File: src/rtl/count_arbiter.sv
// count_arbiter: round-robin sharing of one CW-bit event counter among NSRC
// event sources. Each source queues events in a small saturating pending
// counter. At most one increment per cycle goes to the shared counter. A clear
// request takes one cycle and blocks any grant in that cycle.
module count_arbiter #(
  parameter int NSRC   = 4,
  parameter int PEND_W = 2,
  parameter int CW     = 8
) (
  input  logic            clk,
  input  logic            rst,
  input  logic [NSRC-1:0] evt,
  input  logic            clr_req,
  input  logic [CW-1:0]   cnt_q,
  output logic            cnt_incr,
  output logic            cnt_rst,
  output logic [NSRC-1:0] grant,
  output logic [NSRC-1:0] drop,
  output logic            wrap,
  output logic            busy
);

  localparam int PTR_W = (NSRC > 1) ? $clog2(NSRC) : 1;
  localparam logic [PEND_W-1:0] PEND_MAX = '1;
  localparam logic [PTR_W-1:0]  PTR_LAST = PTR_W'(NSRC - 1);

  logic [PEND_W-1:0] pend [NSRC];
  logic [PTR_W-1:0]  ptr;
  logic              sel_valid;
  logic [PTR_W-1:0]  sel;
  logic              issue;

  // Pick the first source with pending events, starting the search at ptr.
  always_comb begin
    // NOTE: every variable gets a default before any conditional write, so
    // no path leaves it unassigned and no latch is inferred.
    sel_valid = 1'b0;
    sel       = '0;
    for (int k = 0; k < NSRC; k++) begin
      logic [PTR_W-1:0] idx;
      idx = PTR_W'((int'(ptr) + k) % NSRC);
      if (!sel_valid && pend[idx] != '0) begin
        sel_valid = 1'b1;
        sel       = idx;
      end
    end
  end

  // A clear request takes this cycle's slot, so no grant is issued.
  assign issue = sel_valid && !clr_req;

  // Grant, clear, wrap and pending bookkeeping, all registered.
  always_ff @(posedge clk) begin
    if (rst) begin
      // NOTE: the pending array is small and must read as empty after reset,
      // so each entry is cleared explicitly.
      for (int i = 0; i < NSRC; i++) pend[i] <= '0;
      ptr      <= '0;
      cnt_incr <= 1'b0;
      cnt_rst  <= 1'b0;
      grant    <= '0;
      drop     <= '0;
      wrap     <= 1'b0;
    end else begin
      // NOTE: non-blocking assignments, so every register samples
      // pre-edge values no matter what order the statements are in.
      cnt_rst  <= clr_req;
      cnt_incr <= issue;
      // The counter rolls over on the same edge that consumes an incr at max.
      wrap     <= cnt_incr && (cnt_q == '1);
      if (issue) begin
        grant <= NSRC'(1) << sel;
        ptr   <= (sel == PTR_LAST) ? '0 : sel + 1'b1;
      end else begin
        grant <= '0;
      end
      for (int i = 0; i < NSRC; i++) begin
        drop[i] <= 1'b0;
        if (evt[i] && !(issue && sel == PTR_W'(i))) begin
          if (pend[i] == PEND_MAX) drop[i] <= 1'b1;
          else                     pend[i] <= pend[i] + 1'b1;
        end else if (!evt[i] && issue && sel == PTR_W'(i)) begin
          pend[i] <= pend[i] - 1'b1;
        end
      end
    end
  end

  // Busy while any event is still queued or an increment is in flight.
  always_comb begin
    busy = cnt_incr;
    for (int i = 0; i < NSRC; i++) begin
      if (pend[i] != '0) busy = 1'b1;
    end
  end

endmodule

File: config.mk
export PLATFORM = sky130hd
export DESIGN_NAME = count_arbiter
export DESIGN_NICKNAME = d
export VERILOG_FILES = /design/src/rtl/count_arbiter.sv
export SDC_FILE = /design/constraint.sdc
export NUM_CORES = 1
export LEC_CHECK = 0
export ABC_AREA = 1
export CORE_UTILIZATION = 25
export CTS_CLUSTER_SIZE = 12
export DETAILED_ROUTE_END_ITERATION = 10
export PLACE_DENSITY = 0.4
export SLEW_MARGIN = 5
export SYNTH_ARGS = -nofsm -noshare
export SYNTH_HDL_FRONTEND = slang
export SYNTH_SLANG_ARGS = --single-unit
File: constraint.sdc
create_clock -name clk -period 5.85 [get_ports clk]
set_input_delay 1.17 -clock clk [delete_from_list [all_inputs] [get_ports clk]]
set_output_delay 1.17 -clock clk [all_outputs]
set_load 0.1 [all_outputs]
Yosys cells after proc, flatten, opt, wreduce, memory -nomap -nowiden. Memory sizes are Yosys's and may differ from the RTL's. A register that Yosys moved wholly into a read port is not among the register bits. Index checks and enable logic that the tools add are counted.

Logic and storage cells: 152. Input port bits: 15. Memories: 1. Register bits after elaboration: 13. Output and inout bits: 12. RAM bits: 8.

Memory list: pend (depth 4, bits a word 2, rd ports 8, clocked after Yosys merged registers in 1, wr ports 4, line 27) `logic [PEND_W-1:0] pend [NSRC];`.

Reductions and logical operators: 47. Shift operators: 1. $add $sub $neg: 12. Equality and inequality tests: 8. Multiplexer cells: 61. Bitwise gates (word level): 13.

Operator list (number): 1-bit 2-to-1 mux (46); 2-bit 2-to-1 mux (15); 1-bit logical AND (21); 2-bit nonzero test (8); 2-bit by 1-bit adder with 2-bit output, second input constant (6); 2-bit == test, second input constant (6); 1-bit logical NOT (12); 2-bit OR reduction (5); 8-bit == test, second input constant (1); 1-bit bitwise OR (8); 2-bit by 1-bit subtractor with 2-bit output, second input constant (4); 1-bit inverter (5); 2-bit adder, second input constant (2); 1-bit by 2-bit << shifter with 4-bit output, first input constant (1); 2-bit by 1-bit == test with 1-bit output, second input constant (1); 2-bit logical NOT (1).

Logic depth before layout (Yosys ltp). Gate-level depths: netlist (run 1).

Word-level depth: 20. Mapped depth: 19.

Worst setup path after synthesis (run 1). Ideal clock, no wire load.

Path type: register to output. From: register cnt_incr. To: output port busy. Required time: 4.680 ns. Stages on the path, launching flop included: 3. Data arrival time: 1.784 ns. Path slack: 2.896 ns. Path through: dfxtp_1 nor4_1 nand2_1.

Longest elaborated chain between the ends: 4.

Ends and longest elaborated chain: start: declaration (line 15) `output logic cnt_incr,`; start signal: assignment (line 68) `cnt_incr <= issue;`; 1-bit 2-to-1 mux (4 in series) (line 93) `if (pend[i] != '0) busy = 1'b1;`; end: declaration (line 20) `output logic busy`.

No other way between the ends.

==> metrics.md, run 1 <==
| Metric | Value |
|---|---|
| Asr flop ratio synth | `0%` |
| Mapped Cells | `196` |
| Placed Area | `1760 µm²` |
| Status | `finished, final reports clean` |
| Top cells by count, synth | `nand2_1 (47), inv_1 (29), nor2_1 (25), nand3_1 (20), dfxtp_1 (15)` |
| CTS H-tree lvls | `1` |
| Most frequent cell after synthesis | `nand2_1` |
| Routed WL | `3230 µm` |
| Total global routing overflow | `0` |
| Setup TNS | `0 ns` |
| CTS tree | `done` |
| Input/output buffers | `26` |
| Number of CTS-inserted buffers | `3` |
| Static leakage | `0.000822 µW` |
| I/O Pins | `27` |
| Post-route cell area | `1800 µm²` |
| PwrDens | `596 nW/µm²` |
| # diodes | `0` |
| Clk buf depth | `2` |
| Total track usage | `12.1%` |
| First-pass GRT wire length | `5630 µm` |
| Hold buffers post-CTS | `0` |
| Final Hold Fails | `0` |
| Most used DFF post-synth | `dfxtp_1` |
| Hold WC Path Type | `register to register` |
| Syn avg cell area | `7.23 µm²` |
| Dpl hpwl | `2580 µm` |
| Max rail drop VDD | `0.303 mV` |
| Yosys warnings | `0` |
| Antenna Nets Post-Route | `0` |
| Starting Density | `25.9%` |
| Clock sink total | `23` |
| Resized cells post-CTS | `0` |
| Root buffer cell | `clkbuf_8` |
| Drt via density | `4.20` |
| CP Capture Type | `primary output` |
| Multi-input combinational cell area | `723 µm²` |
| Rel. slew slack | `34.4%` |
| Critical Path AT | `2.25 ns` |
| Max cap viols | `0` |
| Worst Clk Skew | `0.00230 ns` |
| Setup Buffers After CTS | `0` |
| Slew @ Worst Pin | `0.981 ns` |
| FF/Latch Area | `541 µm²` |
| # setup viols final | `0` |
| GP Congestion | `0.752` |
| Post-DR wirelength/cell | `10.9 µm` |
| Max Fanout on Critical Path | `5` |
| Fill cell count | `614` |
| Drt first pass iters | `4` |
| Tcrit/Tclk final | `58.4%` |
| Initial antenna violation count | `0` |
| EDFF count, synth | `8` |
| Synth Register Bits | `23` |
| Post-synth net total | `217` |
| Post-route DRC violation count | `0` |
| Pins Over Slew Limit | `0` |
| Synth top area share | `21.2%` |
| Final #Nets | `246` |
| WP data required | `4.68 ns` |
| Largest net degree at the start of global routing | `13` |
| CP Class | `register to primary output` |
| Post-Syn Area | `1420 µm²` |
| Vias in the first global route | `1174` |
| Core footprint | `5470 µm²` |
| Worst setup SP type | `register` |
| Die Y-Extent | `77.3 µm` |
| Max Fclk | `293 MHz` |
| Overall Power | `1070 µW` |
| Die Wd | `77.3 µm` |
| Synthesis-to-layout area growth | `27.4%` |
| Die Area | `5970 µm²` |
| Min cycle time layout | `3.42 ns` |
| Register area share after synthesis | `38.2%` |
| DR vias | `1243` |
| Fraction of layout cells with a size suffix above 1 | `11.6%` |
| Cell Rows | `27` |
| Yosys cell types | `27` |
| Initial DRC count | `47` |
| Skew-Pair Late Insertion Delay | `0.27 ns` |
| RSZ-0062 raised after global routing | `false` |
| Core Util, Final | `33.0%` |
| Clock slew at reported path FFs | `0.08 ns` |
| Synth top area cells | `dfxtp_1 (21%), edfxtp_1 (17%), nand2_1 (12%)` |
| Post-synth top area cell | `dfxtp_1` |
==> sequential cells by signal (all words and copies together) (netlist names), named ones only <==
signal    flops
pend          8
cnt_rst       1
cnt_incr      1
wrap          1
drop          4
ptr           2
grant         4
==> critical path, cell delays in order, from the launching register on <==
cell and delay (ns):
edfxtp_1 0.42, inv_1 0.07, nand2_1 0.13, nor4_1 0.30, nand2_1 0.08, clkdlybuf4s50_1 0.98
==> metal layers <==
layer	GRT usage, %	vias up	share of wire [%]
li1	-	675	-
met1	15.5	548	50
met2	19.5	16	45
met3	2.26	4	2.4
met4	5.66	0	1.9
met5	0	-	0
==> report_power, final <==
part	total (µW)	switching, µW	internal (µW)
combinational	716	503	213
clock	101	52.3	48.7
sequential	258	32.1	226
total	1070	588	487
==> cell usage in the layout (no fill, tap or decap), types with 2 or more instances in the layout <==
master,n
inv_2,7
nor2_4,3
nand3_2,3
clkdlybuf4s50_1,26
inv_1,29
a21oi_1,3
dfxtp_1,15
nand2_2,3
nand2_4,2
clkbuf_8,3
nand4_1,9
nor2_1,25
nand2_1,47
o21bai_1,2
o21ai_1,2
ha_1,6
edfxtp_1,8
nand3_1,20
==> stage by stage <==
step / std cells / setup slack, ns / hold slack [ns]
after floorplan: 196 / 2.90 / 0.513
after global placement: 292 / 2.77 / 0.522
after detailed placement: 292 / 2.71 / 0.512
after CTS: 296 / 2.40 / 0.524
after global routing: 296 / 2.33 / 0.560
final: 296 / 2.43 / 0.515
==> path summary, 6_finish.rpt <==
path                                 start         end  slack, ns  cells past startpoint
worst min register to register    cnt_incr        wrap       0.51                      2
worst max-delay path            pend[2][0]        busy       2.43                      5
worst max register to register  pend[0][0]  pend[0][1]       3.23                     16
worst min-delay path              cnt_incr        wrap       0.51                      2
==> kinds of logic (layout without fill, tap and decap cells) <==
logic type | count (synthesis) | in the layout | share of synthesized area (%)
AOI/OAI and AO/OA | 11 | 11 | 5.48
adders and majority gates | 6 | 6 | 5.30
buffers and inverters | 40 | 68 | 10.8
DFF | 23 | 23 | 38.2
and+or+nand+nor | 116 | 116 | 40.3
==> layout make-up <==
type | instances | share of cell area, %
Multi-Input combinational cell | 133 | 40.1
Sequential cell | 23 | 30.0
Timing Repair Buffer | 26 | 14.4
Inverter | 38 | 8.04
Tap cell | 72 | 4.99
Clock buffer | 4 | 2.50
(Power assumes the default switching activity.)
==> run 2, diff against run 1 <==
- clock period: 5.85 -> 3.4 ns (I/O delays scaled with it)
==> metrics.md, run 2 (synthesized netlist as in run 1, its figures left out) <==
| Metric | Value |
|---|---|
| Status | `finished, final reports clean` |
| Drt via density | `4.20` |
| PwrDens | `1030 nW/µm²` |
| M1 GR Usage | `17.0%` |
| FF/Latch Area | `541 µm²` |
| DR vias | `1244` |
| Non-Filler Instances | `296` |
| RSZ-0062 raised after global routing | `false` |
| Worst hold path cell count | `2` |
| Max Fclk | `388 MHz` |
| Reg2Reg Launch Point | `pend[2][0]` |
| Cell family with most CP delay | `simple AND/OR/NAND/NOR gates` |
| CP Capture Type | `register` |
| Final #Nets | `246` |
| CP Class | `register to register` |
| Antenna Nets Post-Route | `0` |
| Core Util, Final | `32.9%` |
| Cell Int Power | `834 µW` |
| Hold buffers post-CTS | `0` |
| R2R Setup Slk | `0.82 ns` |
| Max cap viols | `0` |
| Top Registers | `pend (8), drop (4), grant (4)` |
| Slew @ Worst Pin | `0.971 ns` |
| Setup crit start | `pend[2][0]` |
| Worst setup SP type | `register` |
| Hold WC Path Type | `register to register` |
| NetSw | `1020 µW` |
| Switching share of total power | `55.0%` |
| Critical Path AT | `2.56 ns` |
| Clock slew at reported path FFs | `0.09 ns` |
| Initial antenna violation count | `0` |
| Setup Buffers After CTS | `0` |
| First-pass GRT wire length | `5600 µm` |
| Hold slack | `0.532 ns` |
| Die Wd | `77.3 µm` |
| Root buffer cell | `clkbuf_8` |
| Input/output buffers | `26` |
| Fraction of layout cells with a size suffix above 1 | `12.9%` |
| Skew-Pair Late Insertion Delay | `0.27 ns` |
| # diodes | `0` |
| Reg-to-reg endpoint | `pend[2][0]` |
| Largest net degree at the start of global routing | `14` |
| Reg with most FFs | `pend` |
| Resized cells post-CTS | `0` |
| Cell Rows | `27` |
| Final Hold Fails | `0` |
| Setup TNS | `0 ns` |
| CP max-delay cell | `edfxtp_1` |
| I/O Pins | `27` |
| Min-delay src | `cnt_incr` |
| Static leakage | `0.000826 µW` |
| Drt first pass iters | `4` |
| Max Fanout on Critical Path | `9` |
| Clk buf depth | `2` |
| WP data required | `3.38 ns` |
| CTS H-tree lvls | `1` |
| Routed WL | `3300 µm` |
| Max rail drop VDD | `0.575 mV` |
| Met3 Resource Use GR | `1.31%` |
| CP peak stage delay | `0.42 ns` |
| Crit path buffers/inverters | `3` |
| Total track usage | `11.8%` |
| Pins Over Slew Limit | `0` |
| Post-DR wirelength/cell | `11.1 µm` |
| GP Congestion | `0.730` |
| # setup viols final | `0` |
| R2R cell count | `16` |
| Starting Density | `25.9%` |
| Core footprint | `5470 µm²` |
| CTS tree | `done` |
| Vias in the first global route | `1201` |
| Critical-path cell list | `inv_1, nand2_1, nand2_1, nand3_1, nand2_1, nand4_4, nand2_1, nand2_2, o21ai_4, ha_1, inv_1, nor2_1, nand4_1, nand2_1, inv_2, nand2_1` |
| Die Y-Extent | `77.3 µm` |
| Hold Path End | `wrap` |
| Multi-input combinational cell area | `723 µm²` |
| Dpl hpwl | `2650 µm` |
| Overall Power | `1850 µW` |
| Met2 usage | `18.1%` |
| Number of flip-flops in the largest register | `8` |
| Cell count after placement | `292` |
| Sequential power share | `24.0%` |
| Commonest non-fill, non-tap cells in the layout | `nand2_1 (47), inv_1 (29), nor2_1 (25), clkdlybuf4s50_1 (24), nand3_1 (20)` |
| Fill cell count | `617` |
| Tcrit/Tclk final | `75.8%` |
| Number of CTS-inserted buffers | `3` |
| Initial DRC count | `59` |
| Clock power frac | `9.5%` |
| Post-route DRC violation count | `0` |
| Commonest non-fill, non-tap cell in the layout | `nand2_1` |
| Cell mode on critical path | `nand2_1` |
| Min cycle time layout | `2.58 ns` |
| Synthesis-to-layout area growth | `27.1%` |
| Worst Clk Skew | `0.00323 ns` |
| Clock sink total | `23` |
| Die Area | `5970 µm²` |
| Gate power share | `66.5%` |
| Rel. slew slack | `35.0%` |
| Busiest grt layer | `met2` |
| Total global routing overflow | `0` |
[run 2: cell count changes in the layout (fill, tap and decap cells not counted), sizes merged]
cell / previous run / this run
clkdlybuf4s50: 26 / 24
clkinv: 1 / 2
clkbuf: 4 / 3
buf: 0 / 2
[run 2: how the worst max path moves through the flow]
stage / to / slack, ns / cells after the start
after global placement: pend[0][1] / 0.79 / 16
after global routing: pend[2][1] / 0.50 / 16
after floorplan: busy / 0.94 / 2
after detailed placement: pend[2][1] / 0.83 / 16
after CTS: pend[2][1] / 0.81 / 16
final: pend[2][0] / 0.82 / 16
[run 2: power groups by stage]
stage          logic (µW)  registers [µW]  clock network (µW)
2_1_floorplan         807             627                   0
3_3_place_gp         1260             451                   0
3_5_place_dp         1240             452                   0
4_1_cts              1250             446                 185
5_1_grt              1390             457                 196
6_report             1230             445                 175
[run 2: cell type report]
cell class	count	area share, %
Clock inverter	1	0.278
Sequential cell	23	30.0
Timing Repair Buffer	26	14.2
Tap cell	72	5.00
Inverter	38	8.06
Clock buffer	3	2.29
Multi-Input combinational cell	133	40.2
[run 2: worst min-delay path, stage by stage, from the launching register on]
cell and delay, ns:
dfxtp_1 0.35, nand4_1 0.10, nor3_1 0.05
[run 2: metal layers]
metal	part of all wire [%]	routed length (µm)
met5	0	0
met2	43	1430
met4	1.0	34
met3	1.9	63
met1	54	1780
[run 2: per-stage QoR]
step | setup slack (ns) | instance area (µm²)
global placement | 0.788 | 1750
floorplan | 0.936 | 1420
global route | 0.499 | 1800
finish | 0.822 | 1800
CTS | 0.811 | 1800
detailed placement | 0.826 | 1750
==> run 3, diff against run 2 <==
- clock period: 3.4 -> 2.5 ns (I/O delays scaled with it)
==> metrics.md, run 3 (synthesized netlist as in run 1, its figures left out) <==
| Metric | Value |
|---|---|
| CP Class | `register to register` |
| DR vias | `1341` |
| Final #Nets | `272` |
| Max Fclk | `427 MHz` |
| Max Fanout on Critical Path | `3` |
| Worst hold path cell count | `2` |
| R2R cell count | `16` |
| Drt first pass iters | `4` |
| Largest net degree at the start of global routing | `14` |
| CTS tree | `done` |
| RSZ-0062 raised after global routing | `true` |
| Die Wd | `77.3 µm` |
| Hold WC Path Type | `register to register` |
| Worst Clk Skew | `0.00197 ns` |
| Drt via density | `4.16` |
| Initial antenna violation count | `0` |
| Hold buffers post-CTS | `0` |
| CTS H-tree lvls | `1` |
| Routed WL | `3580 µm` |
| Synthesis-to-layout area growth | `44.4%` |
| Critical Path AT | `2.33 ns` |
| Initial DRC count | `35` |
| CP Capture Type | `register` |
| # diodes | `0` |
| Clk buf depth | `2` |
| Post-route cell area | `2050 µm²` |
| Max cap viols | `0` |
| Number of flip-flops in the largest register | `8` |
| Max rail drop VDD | `0.712 mV` |
| Static leakage | `0.000974 µW` |
| PwrDens | `1510 nW/µm²` |
| Cell Rows | `27` |
| Input/output buffers | `26` |
| Total track usage | `12.7%` |
| # setup viols final | `0` |
| Final Hold Fails | `0` |
| Min cycle time layout | `2.34 ns` |
| Commonest non-fill, non-tap cells in the layout | `nand2_1 (36), buf_4 (36), nor2_1 (23), inv_1 (20), nand3_1 (19)` |
| Clock slew at reported path FFs | `0.09 ns` |
| Fraction of layout cells with a size suffix above 1 | `36.8%` |
| Total global routing overflow | `0` |
| Slew @ Worst Pin | `0.317 ns` |
| Die Y-Extent | `77.3 µm` |
| Post-DR wirelength/cell | `11.1 µm` |
| Clock sink total | `23` |
| Rel. slew slack | `78.7%` |
| I/O Pins | `27` |
| Reg with most FFs | `pend` |
| Top Registers | `pend (8), drop (4), grant (4)` |
| Placed Area | `1840 µm²` |
| Tcrit/Tclk final | `93.7%` |
| Die Area | `5970 µm²` |
| Number of CTS-inserted buffers | `3` |
| Antenna Nets Post-Route | `0` |
| Pins Over Slew Limit | `0` |
| Dpl hpwl | `2800 µm` |
| Skew-Pair Late Insertion Delay | `0.27 ns` |
| Post-route DRC violation count | `0` |
| Starting Density | `25.9%` |
| WP data required | `2.49 ns` |
| Status | `finished, final reports clean` |
| Vias in the first global route | `1275` |
| First-pass GRT wire length | `5940 µm` |
| GP Congestion | `0.743` |
| Root buffer cell | `clkbuf_8` |
| Core footprint | `5470 µm²` |
| Overall Power | `3090 µW` |
| Worst setup SP type | `register` |
## run 3: critical path, stage by stage (launching register included)
cell and delay, ns:
edfxtp_1 0.43, inv_2 0.09, nand2_2 0.06, nand3_1 0.08, nand2_2 0.07, nor2_4 0.14, inv_2 0.06, a21oi_4 0.16
inv_2 0.06, o21ai_4 0.17, ha_2 0.21, inv_1 0.04, nor2_1 0.13, nand4_1 0.13, nand2_1 0.12, inv_2 0.04
nand2_1 0.09
## run 3: metal layers
layer,global-route usage [%],vias to the layer above,wire [µm]
met1,17.6,602,1880
met4,4.53,0,26
met3,1.79,2,50
li1,-,725,-
met2,19.7,12,1630
met5,0,-,0
## run 3: cell type report
cell class | instances | area [µm²]
fill | 615 | 3430
multi-input combinational | 133 | 788
clock buffer | 3 | 41.3
inverter | 38 | 145
timing repair buffer | 52 | 433
tap | 72 | 90.1
sequential | 23 | 543
clock inverter | 1 | 5.00
## run 3: final timing paths
check	from	endpoint	slack (ns)
hold reg to reg	cnt_incr	wrap	0.53
hold / removal	cnt_incr	wrap	0.53
setup reg to reg	pend[3][1]	pend[0][1]	0.16
setup / recovery	pend[3][1]	pend[0][1]	0.16
## run 3: through the flow
stage	hold slack, ns	worst slack, ns	std cells	setup TNS, ns	util (%)
5_1_grt	0.560	-0.0208	322	-0.0431	37.4
3_5_place_dp	0.518	-0.0145	307	-0.0470	33.7
3_3_place_gp	0.518	-0.0595	307	-0.132	33.7
4_1_cts	0.531	0.0136	312	0	34.8
6_report	0.530	0.156	322	0	37.4
2_1_floorplan	0.513	0.216	196	0	-
## run 3: timing repair
action | CTS | global route
endpoints found under the setup margin | 4 | 14
gates resized for setup | 4 | 29
setup buffers | 1 | 10
endpoints found under the hold margin | 0 | 0
gates cloned | 0 | 0
pin swaps | 1 | 12
## run 3: report_power, final
group	leakage (µW)	total [µW]	switching, µW	internal [µW]
Combinational	0.000740	2230	1360	875
Sequential	0.000209	610	79.5	531
Clock	0.0000255	242	131	111
==> variant 1 (settings of run 2) <==
Set the parameter `PEND_W` to 3 (it was 2).
--- a/src/rtl/count_arbiter.sv
+++ b/src/rtl/count_arbiter.sv
@@ -5,5 +5,5 @@
 module count_arbiter #(
   parameter int NSRC   = 4,
-  parameter int PEND_W = 2,
+  parameter int PEND_W = 3,
   parameter int CW     = 8
 ) (
Function: no difference found for any inputs over 4 cycles, from zero or initial values and one cycle with rst high; that may be too few to reach the edited logic, so the function may still have changed.
==> variant 1 against run 2 <==
Power is 10% higher; routed wire length increased by 31%; via count grew 26%; clock skew up 0.0042 ns; worst setup slack worse by 0.51 ns; area after synthesis is 21% higher; sequential cell count up 4; critical endpoint is now pend[2][2]; count of clock-buffer cells in the layout is the same; final area rose by 25%; first-iteration DRC count rose by 32%; sequential power rose by 20%.
==> variant 1: results (changes against run 2) <==
CP peak stage delay 0.44 ns (+0.02 ns); largest net degree at the start of global routing 16 (+2); status completed; DR WL met2 1860 um (+30%); DRT met1 WL 2230 um (+25%); number of global-route vias before repair 1547 (+29%); Total Power 2.04 mW (+10%); Worst Reg-to-Reg Cells 19 (+3); placed cells 339 (+16%); GRT met1 Usage 18.2% (+1.3 points); via density per instance 4.49 (+6.9%); reg2reg start pend[0][2]; final hold slack 0.540 ns (+0.00795 ns); clk_skew 0.00739 ns (+0.00416 ns); fraction of the mapped netlist area in compound gates 6.34% (+0.86 points); cell count after synthesis 225 (+15%); max_slew headroom 33.6% (-1.4 points); clk_lat worst skew 0.28 ns; initial DRC count 78 (+32%); reg2reg setup slack 0.31 ns (-0.51 ns); top cells by area, synth edfxtp_1 21%, dfxtp_1 17%, nand2_1 11%; Synth Area in XOR/XNOR 2.04% (+2.0 points); Peak supply drop 0.285 mV (-50%); Synth cell types 29 (+7.4%); layout cell share with drive strength beyond 1 18.1% (+5.1 points); post-synthesis sequential area ratio 38.5% (+0.32 points); biggest regs pend x12, drop x4, grant x4; layout filler cell count 678 (+9.9%); Routed WL per cell 12.4 um (+11%); met3 GRT Util 1.75% (+0.44 points); DR WL met3 101 um (+60%); adder-cell share of the synthesized area 9.33% (+4.0 points); placed inst area 2150 sq um (+23%); hpwl dp 3370 um (+27%); core area 6490 sq um (+19%); switching share of power 50.2% (-4.8 points); post-synthesis mux area share 0% (unchanged); Post-synth top cells 49 x nand2_1, 31 x inv_1, 29 x nor2_1, 19 x nand3_1, 15 x dfxtp_1; Layout Area Growth over Synthesis 30.7%; final wirelength 4320 um (+31%); LEAKAGE 1.01 nW (+22%); CTS clk-pin slew, worst paths 0.11 ns (+0.02 ns); Critical R2R Capture pend[2][2]; Arrival @ worst endpoint 3.13 ns (+0.57 ns); first-pass GRT wire length 7410 um (+32%); Seq pwr share 26.1% (+2.1 points); GPL Wtd Cong 0.795 (+8.8%); critical-path maximum fanout 4 (-5); syn_nets 251 (+16%); grt met2 use 20.8% (+2.6 points); Total GRT Usage 13.3% (+1.5 points)
-- variant 1: worst max path at each step --
| stage | slack [ns] | start | cells past startpoint | to |
|---|---|---|---|---|
| floorplan | 0.58 | pend[0][0] | 18 | pend[1][2] |
| global placement | 0.21 | ptr[0] | 19 | pend[0][2] |
| detailed placement | 0.28 | ptr[0] | 18 | pend[2][2] |
| CTS | 0.24 | ptr[0] | 18 | pend[2][2] |
| finish | 0.31 | pend[0][2] | 19 | pend[2][2] |
| global route | 0.004 | pend[2][0] | 20 | pend[1][2] |
-- variant 1: what timing repair did --
item	CTS	global route
setup buffers	0	5
resized for setup	0	3
endpoints found under the hold margin	0	0
endpoints found under the setup margin	0	3
-- variant 1: layout make-up --
| class | instances | area share (%) |
|---|---|---|
| repair buffers | 44 | 17.4 |
| clock inverters | 1 | 0.223 |
| flip-flops and latches | 27 | 29.5 |
| inverters | 38 | 6.36 |
| multi-input cells | 158 | 40.4 |
| well taps | 77 | 4.29 |
| clock buffers | 3 | 1.84 |
==> variant 2 (settings of run 2) <==
Without the edit above. Remove the register `cnt_rst`: a continuous assignment takes its place, so the output `cnt_rst` follows one clock earlier.
--- a/src/rtl/count_arbiter.sv
+++ b/src/rtl/count_arbiter.sv
@@ -58,5 +58,4 @@
       ptr      <= '0;
       cnt_incr <= 1'b0;
-      cnt_rst  <= 1'b0;
       grant    <= '0;
       drop     <= '0;
@@ -65,5 +64,4 @@
       // NOTE: non-blocking assignments, so every register samples
       // pre-edge values no matter what order the statements are in.
-      cnt_rst  <= clr_req;
       cnt_incr <= issue;
       // The counter rolls over on the same edge that consumes an incr at max.
@@ -87,4 +85,6 @@
   end
 
+  assign cnt_rst = clr_req;
+
   // Busy while any event is still queued or an increment is in flight.
   always_comb begin
Behaviour: not the same (a bounded check fails within 4 cycles, from zero or initial values and one cycle with rst high).
==> variant 2 against run 2 <==
Routed wire length is 0.24% higher; highest routed layer unchanged; critical endpoint is now pend[0][1]; power is 1.5% lower; die area is 2.4% lower; largest power group unchanged; final area decreased by 1.9%; area after synthesis fell by 2.5%; count of clock-buffer cells in the layout rose by 1; critical path type unchanged; worst setup slack lost 0.045 ns; sequential cell count down 1; worst hold slack got worse by 0.025 ns.
==> variant 2: results (changes against run 2) <==
DRT met1 WL 1750 um (-1.6%); largest net degree at the start of global routing 15 (+1); layout cell share with drive strength beyond 1 8.77% (-4.2 points); Synth cell types 25 (-7.4%); Critical R2R Capture pend[0][1]; routed via count 1296 (+4.2%); via density per instance 4.35 (+3.5%); switching share of power 54.5% (-0.45 points); nets 250 (+1.6%); grt met2 use 20.0% (+1.9 points); first-pass GRT wire length 5620 um (+0.25%); LEAKAGE 0.851 nW (+3.1%); syn_nets 221 (+1.8%); Total GRT Usage 12.1% (+0.33 points); DR WL met2 1430 um (+0.35%); hpwl dp 2640 um (-0.55%); placed cells 294 (+0.68%); P_clk 193 uW (+10%); reg2reg setup slack 0.78 ns (-0.04 ns); Peak supply drop 0.425 mV (-26%); placed inst area 1710 sq um (-2.5%); CP peak stage delay 0.46 ns (+0.04 ns); reg2reg start pend[0][0]; GPL Wtd Cong 0.786 (+7.6%); worst slew pin tran 0.970 ns (-0.00171 ns); Arrival @ worst endpoint 2.61 ns (+0.05 ns); number of global-route vias before repair 1211 (+0.83%); GRT met1 Usage 15.8% (-1.2 points); top cells by area, synth dfxtp_1 20%, edfxtp_1 17%, nand2_1 14%; status completed; post-synthesis sequential area ratio 37.7% (-0.48 points)
[variant 2: metrics by stage]
stage / hold WS (ns) / total power [mW] / worst slack [ns]
floorplan: 0.513 / 1.38 / 0.936
global placement: 0.514 / 1.66 / 0.793
detailed placement: 0.501 / 1.64 / 0.782
CTS: 0.514 / 1.84 / 0.778
global route: 0.534 / 2.01 / 0.489
finish: 0.507 / 1.82 / 0.777
[variant 2: cell families after synthesis]
group | count (synthesis)
adders and majority gates | 6
buffers and inverters | 43
DFF | 22
and+or+nand+nor | 120
AOI/OAI and AO/OA | 9
[variant 2: tightest hold or removal path: stages, from the launching register on]
cell and delay, ns:
dfxtp_1 0.34, nand4_1 0.09, nor3_1 0.04
[variant 2: final cells by class]
| class | count | area [sq um] |
|---|---|---|
| Inverter | 41 | 155 |
| Sequential cell | 22 | 520 |
| Tap cell | 70 | 87.6 |
| Multi-Input combinational cell | 135 | 694 |
| Timing Repair Buffer | 26 | 253 |
| Clock buffer | 4 | 55.1 |
| Fill cell | 599 | 3440 |
